**config.mk**
```make
export PLATFORM = sky130hd
export DESIGN_NAME = fwd_hazard_unit
export DESIGN_NICKNAME = d
export VERILOG_FILES = /design/src/rtl/fwd_hazard_unit_pkg.sv /design/src/rtl/fwd_sel_logic.sv /design/src/rtl/fwd_hazard_unit.sv
export SDC_FILE = /design/constraint.sdc
export NUM_CORES = 1
export LEC_CHECK = 0
export CELL_PAD_IN_SITES_DETAIL_PLACEMENT = 0
export CELL_PAD_IN_SITES_GLOBAL_PLACEMENT = 1
export CORE_AREA = 2 2 72 101
export DETAILED_ROUTE_END_ITERATION = 8
export DIE_AREA = 0 0 74 103
export HOLD_SLACK_MARGIN = 0.05
export PLACE_DENSITY = 0.81
export REMOVE_ABC_BUFFERS = 1
export SYNTH_ARGS = -nofsm -noshare
export SYNTH_HDL_FRONTEND = slang
export SYNTH_HIERARCHICAL = 1
export SYNTH_SLANG_ARGS = --single-unit
```
**constraint.sdc**
```tcl
create_clock -name clk -period 2.3 [get_ports clk]
set_input_delay 0.46 -clock clk [delete_from_list [all_inputs] [get_ports clk]]
set_output_delay 0.46 -clock clk [all_outputs]
set_load 0.02 [all_outputs]
```
**src/rtl/fwd_hazard_unit_pkg.sv**
```systemverilog
// Shared CPU pipeline definitions: EX operand forwarding mux select encodings.
package fwd_hazard_unit_pkg;

    typedef enum logic [1:0] {
        FWD_RF  = 2'b00,
        FWD_WB  = 2'b01,
        FWD_MEM = 2'b10
    } fwd_sel_e;

endpackage

```
**src/rtl/fwd_sel_logic.sv**
```systemverilog
// Forwarding select for one EX operand; the youngest matching producer wins.
module fwd_sel_logic
    import fwd_hazard_unit_pkg::*;
#(
    parameter int unsigned REG_AW = 5
) (
    input  logic              idex_valid,
    input  logic [REG_AW-1:0] rs,
    input  logic              rs_used,
    input  logic              exmem_valid,
    input  logic              exmem_reg_write,
    input  logic [REG_AW-1:0] exmem_rd,
    input  logic              memwb_valid,
    input  logic              memwb_reg_write,
    input  logic [REG_AW-1:0] memwb_rd,
    output fwd_sel_e          sel
);

    always_comb begin
        sel = FWD_RF;
        // x0 is hard-wired zero, so it is never a forwarding target.
        if (idex_valid && rs_used && (rs != '0)) begin
            if (exmem_valid && exmem_reg_write && (exmem_rd == rs)) begin
                sel = FWD_MEM;
            end else if (memwb_valid && memwb_reg_write && (memwb_rd == rs)) begin
                sel = FWD_WB;
            end
        end
    end

endmodule

```
**src/rtl/fwd_hazard_unit.sv**
```systemverilog
// Forwarding and load-use hazard unit with shadow ID/EX, EX/MEM and MEM/WB state.
module fwd_hazard_unit
    import fwd_hazard_unit_pkg::*;
#(
    parameter int unsigned REG_AW = 5,
    parameter int unsigned CNT_W  = 16
) (
    input  logic              clk,
    input  logic              rst,
    input  logic              id_valid,
    input  logic [REG_AW-1:0] id_rs1,
    input  logic [REG_AW-1:0] id_rs2,
    input  logic              id_rs1_used,
    input  logic              id_rs2_used,
    input  logic [REG_AW-1:0] id_rd,
    input  logic              id_reg_write,
    input  logic              id_mem_read,
    input  logic              ex_flush,
    output logic [1:0]        fwd_a_sel,
    output logic [1:0]        fwd_b_sel,
    output logic              stall,
    output logic              bubble,
    output logic              flush_ifid,
    output logic [CNT_W-1:0]  stall_cnt
);

    logic              idex_valid, idex_rs1_used, idex_rs2_used, idex_reg_write, idex_mem_read;
    logic [REG_AW-1:0] idex_rs1, idex_rs2, idex_rd;
    logic              exmem_valid, exmem_reg_write;
    logic [REG_AW-1:0] exmem_rd;
    logic              memwb_valid, memwb_reg_write;
    logic [REG_AW-1:0] memwb_rd;
    logic [CNT_W-1:0]  cnt_q;
    logic              load_use;
    fwd_sel_e          sel_a, sel_b;

    always_comb begin
        load_use = id_valid && idex_valid && idex_mem_read && (idex_rd != '0) &&
                   ((id_rs1_used && (id_rs1 == idex_rd)) ||
                    (id_rs2_used && (id_rs2 == idex_rd)));
        // A flush kills the dependent instruction anyway, so it overrides the stall.
        stall      = load_use && !ex_flush;
        bubble     = load_use || ex_flush;
        flush_ifid = ex_flush;
    end

    always_ff @(posedge clk) begin
        if (rst) begin
            idex_valid      <= 1'b0;
            idex_rs1        <= '0;
            idex_rs2        <= '0;
            idex_rs1_used   <= 1'b0;
            idex_rs2_used   <= 1'b0;
            idex_rd         <= '0;
            idex_reg_write  <= 1'b0;
            idex_mem_read   <= 1'b0;
            exmem_valid     <= 1'b0;
            exmem_rd        <= '0;
            exmem_reg_write <= 1'b0;
            memwb_valid     <= 1'b0;
            memwb_rd        <= '0;
            memwb_reg_write <= 1'b0;
            cnt_q           <= '0;
        end else begin
            if (bubble) begin
                idex_valid     <= 1'b0;
                idex_rs1       <= '0;
                idex_rs2       <= '0;
                idex_rs1_used  <= 1'b0;
                idex_rs2_used  <= 1'b0;
                idex_rd        <= '0;
                idex_reg_write <= 1'b0;
                idex_mem_read  <= 1'b0;
            end else begin
                idex_valid     <= id_valid;
                idex_rs1       <= id_rs1;
                idex_rs2       <= id_rs2;
                idex_rs1_used  <= id_rs1_used;
                idex_rs2_used  <= id_rs2_used;
                idex_rd        <= id_rd;
                idex_reg_write <= id_reg_write;
                idex_mem_read  <= id_mem_read;
            end
            exmem_valid     <= idex_valid;
            exmem_rd        <= idex_rd;
            exmem_reg_write <= idex_reg_write;
            memwb_valid     <= exmem_valid;
            memwb_rd        <= exmem_rd;
            memwb_reg_write <= exmem_reg_write;
            if (stall && (cnt_q != '1)) begin
                cnt_q <= cnt_q + {{(CNT_W-1){1'b0}}, 1'b1};
            end
        end
    end

    fwd_sel_logic #(.REG_AW(REG_AW)) u_fwd_a (
        .idex_valid      (idex_valid),
        .rs              (idex_rs1),
        .rs_used         (idex_rs1_used),
        .exmem_valid     (exmem_valid),
        .exmem_reg_write (exmem_reg_write),
        .exmem_rd        (exmem_rd),
        .memwb_valid     (memwb_valid),
        .memwb_reg_write (memwb_reg_write),
        .memwb_rd        (memwb_rd),
        .sel             (sel_a)
    );

    fwd_sel_logic #(.REG_AW(REG_AW)) u_fwd_b (
        .idex_valid      (idex_valid),
        .rs              (idex_rs2),
        .rs_used         (idex_rs2_used),
        .exmem_valid     (exmem_valid),
        .exmem_reg_write (exmem_reg_write),
        .exmem_rd        (exmem_rd),
        .memwb_valid     (memwb_valid),
        .memwb_reg_write (memwb_reg_write),
        .memwb_rd        (memwb_rd),
        .sel             (sel_b)
    );

    assign fwd_a_sel = sel_a;
    assign fwd_b_sel = sel_b;
    assign stall_cnt = cnt_q;

endmodule

```
==> results.md <==
* Outcome: complete, no violations
* Core area at roughly 0.0068 sq mm
* WHS at between 0.4 and 0.5 ns
* Cell taking the most area after synthesis: dfxtp_1
* Final Skew at roughly 0.0065 ns
* Diode count at 0
* Worst EP arrival at between 1.5 and 2 ns
* Period utilization at between 90% and 100%
* DIE AREA at 0.00762 sq mm
* Worst Setup End Kind: primary output
* Register area at 0.00101 sq mm
* Post-synth EDFFs at 0
* Post-CTS Hold Buffers at 0
* #FFs+latches synth at 50
* Post-DRT Antenna Nets at 0
* Commonest non-fill, non-tap cell in the layout: dfxtp_1
* Share of cells above drive strength 1 at 15.5%
* RR Startpoint: idex_rd[0]$_SDFF_PP0_
* Clk Latency, worst-skew pair at about 0.30 ns
* Yosys top cell area share at 44.1%
* Routed len/inst at ~14 um
* Root Driver: clkbuf_8
* Worst-path maximum fanout at 2
* Synth-to-layout area growth at 34.9%
* Total wire length at ~5600 um
* Vias per cell at about 4.9
* CTS sink cnt at 50
* Multi-input logic area at around 0.0012 sq mm
* Number of global-route vias before repair at 1788
* Post-synth cell types at 37
* MaxCap Viol Count at 0
* Htree depth at 2
* Drt drc at 0
* First-pass GRT wire length at around 8600 um
* Mean Syn Cell Area at 9.19 sq um
* Reg2reg end: idex_rs2[3]$_SDFF_PP0_
* DP HPWL at 4140 um
* Pwr dens at approximately 550 mW/mm^2
* Crit path launch type: input port
* Synth area leaders: dfxtp_1 (44%), and2_1 (6.3%), xor2_1 (5.4%), nor2b_1 (4.4%), xnor2_1 (3.9%)
* Clock Tree Buf Depth at 2
* Hold path start: idex_reg_write$_SDFF_PP0_
* Clk slew on worst S/H paths at ~0.09 ns
* Depth of the worst register-to-register path at 7
* CTS tree: done
* Max-slew violation count at 0
* Worst Path Required at ~1.8 ns
* Async SR Flop Fraction at 0%
* Worst Hold Endpoint: exmem_reg_write$_SDFF_PP0_
* Reg2Reg Setup Slack at between 0.15 and 0.2 ns
* Final hold violations at 0
* Commonest cells after routing, fill and taps aside: dfxtp_1 (40), clkdlybuf4s50_1 (31), and2_1 (23), nor2b_1 (16), buf_4 (15)
* Critical path class: in2out
* PortBufs at 45
* Power Total at about 1.7 mW
* Final setup violation count at 0
* Synth Flop Type: dfxtp_1
* Overflow after GRT at 0
* Register area share after synthesis at 44.1%
* Fin nets at between 300 and 400
* Post-synthesis cell count at roughly 250
* Non-Filler Instances at 399
* Hold path depth at 1
* I/O Pins at 46
* Die W at around 74 um
* Final Instance Area at 0.00306 sq mm
* Slew HR at approximately 78%
* Max Fclk at about 0.45 GHz
* Syn Std Cell Area at roughly 0.0023 sq mm
* Largest net degree at the start of global routing at 32
* Vias at approximately 2000
* Peak supply drop at about 0.25 mV
* Warnings, synthesis at 6
* Die height at 103 um
* Detailed router's first-iteration violation count at 76
* Utilization after layout at ~45%
* Global Route Usage Sum at 15.1%
* Initial antenna violation count at 0
* Worst Tran Pin Value at 0.329 ns
* Initial DRT Pass Iterations at 4
* # fillers at just under 700
* Worst min path class: reg2reg
* Crit path time final at approximately 2.2 ns
* Total CTS buffers at 5
* Standard-cell row count at 36
* Dpl cells at between 300 and 400
* Leakage at 1.14 nW
* RSZ-0062 raised after global routing: yes
* Placed Area at around 0.0029 sq mm
* GP Congestion at between 0.8 and 0.9
* Starting Density at 33.4%
cell usage after synthesis, types with 5 or more instances:
cell and count:
dfxtp_1 50, and2_1 23, nor2b_1 16, xor2_1 14
a21oi_1 13, nand2_1 11, inv_1 10, xnor2_1 10
nand4_1 9, nor4_1 9, nand3_1 8, clkbuf_1 7
o21ai_0 7, or4_1 7, o31ai_1 6, or3_1 6
nor2_1 5, nor3_1 5
worst max path at each step:
stage	startpoint	end	slack, ns	cells after the start
global placement	id_rs1[4]	stall	-0.66	7
CTS	idex_rd[4]$_SDFF_PP0_	stall	0.004	6
floorplan	id_rs2[4]	bubble	-0.29	5
detailed placement	id_rs1[4]	stall	-0.65	7
finish	id_rs1[0]	stall	0.07	7
global route	idex_rd[4]$_SDFF_PP0_	stall	-0.007	6
area by class of cell:
| cell class | instances | area share [%] |
|---|---|---|
| inverter | 10 | 1.23 |
| clock buffer | 6 | 2.37 |
| tap | 95 | 3.88 |
| timing repair buffer | 61 | 18.4 |
| multi-input combinational | 175 | 39.8 |
| clock inverter | 2 | 1.23 |
| sequential | 50 | 33.1 |
repair_timing:
item / CTS / global route
endpoints found under the setup margin: 27 / 5
buffers inserted: 0 / 0
pin swaps: 3 / 4
resized for setup: 29 / 9
cells by family (layout without fill, tap and decap cells):
kind of cell,count (synthesis),in the layout,synth area share [%]
buffers and inverters,22,79,4.02
muxes,2,2,0.992
and+or+nand+nor,111,111,29.8
adders and majority gates,1,1,0.551
AOI/OAI and AO/OA,37,37,11.3
DFF,50,50,44.1
xor gates and xnor gates,24,24,9.26
stage by stage:
| step | setup TNS [ns] | setup WS [ns] |
|---|---|---|
| after floorplan | -4.11 | -0.292 |
| after global placement | -11.51 | -0.662 |
| after detailed placement | -12.19 | -0.652 |
| after CTS | 0 | 0.00446 |
| after global routing | -0.00692 | -0.00692 |
| final | 0 | 0.0690 |
registers in the layout, summed over array words and instances, names as in the netlist:
signal / cells
memwb_reg_write: 1
exmem_rd: 5
idex_reg_write: 1
idex_rd: 5
idex_rs1: 5
memwb_valid: 1
idex_rs1_used: 1
idex_rs2_used: 1
idex_mem_read: 1
stall_cnt: 16
idex_rs2: 5
memwb_rd: 5
exmem_reg_write: 1
exmem_valid: 1
idex_valid: 1
power by group:
part | internal [mW] | switching [mW]
logic | 0.0831 | 0.0690
registers | 0.886 | 0.0206
clock network | 0.325 | 0.288
total | 1.29 | 0.377
per-layer routing:
metal  part of all wire [%]  vias to the layer above  global-route usage (%)
met2                     54                       45                    28.0
met4                    2.3                        0                    6.99
met3                    3.5                        7                    2.35
met1                     40                      928                    16.4
li1                       -                      993                       -
met5                      0                        -                       0
worst max-delay path: stages:
cell and delay [ns]:
dlygate4sd2_1 0.26, xor2_1 0.15, nor4_2 0.38, a32oi_2 0.11, nand2b_4 0.17, nor2_1 0.08, buf_2 0.17
Note: power is estimated with default switching activity, not from simulation.
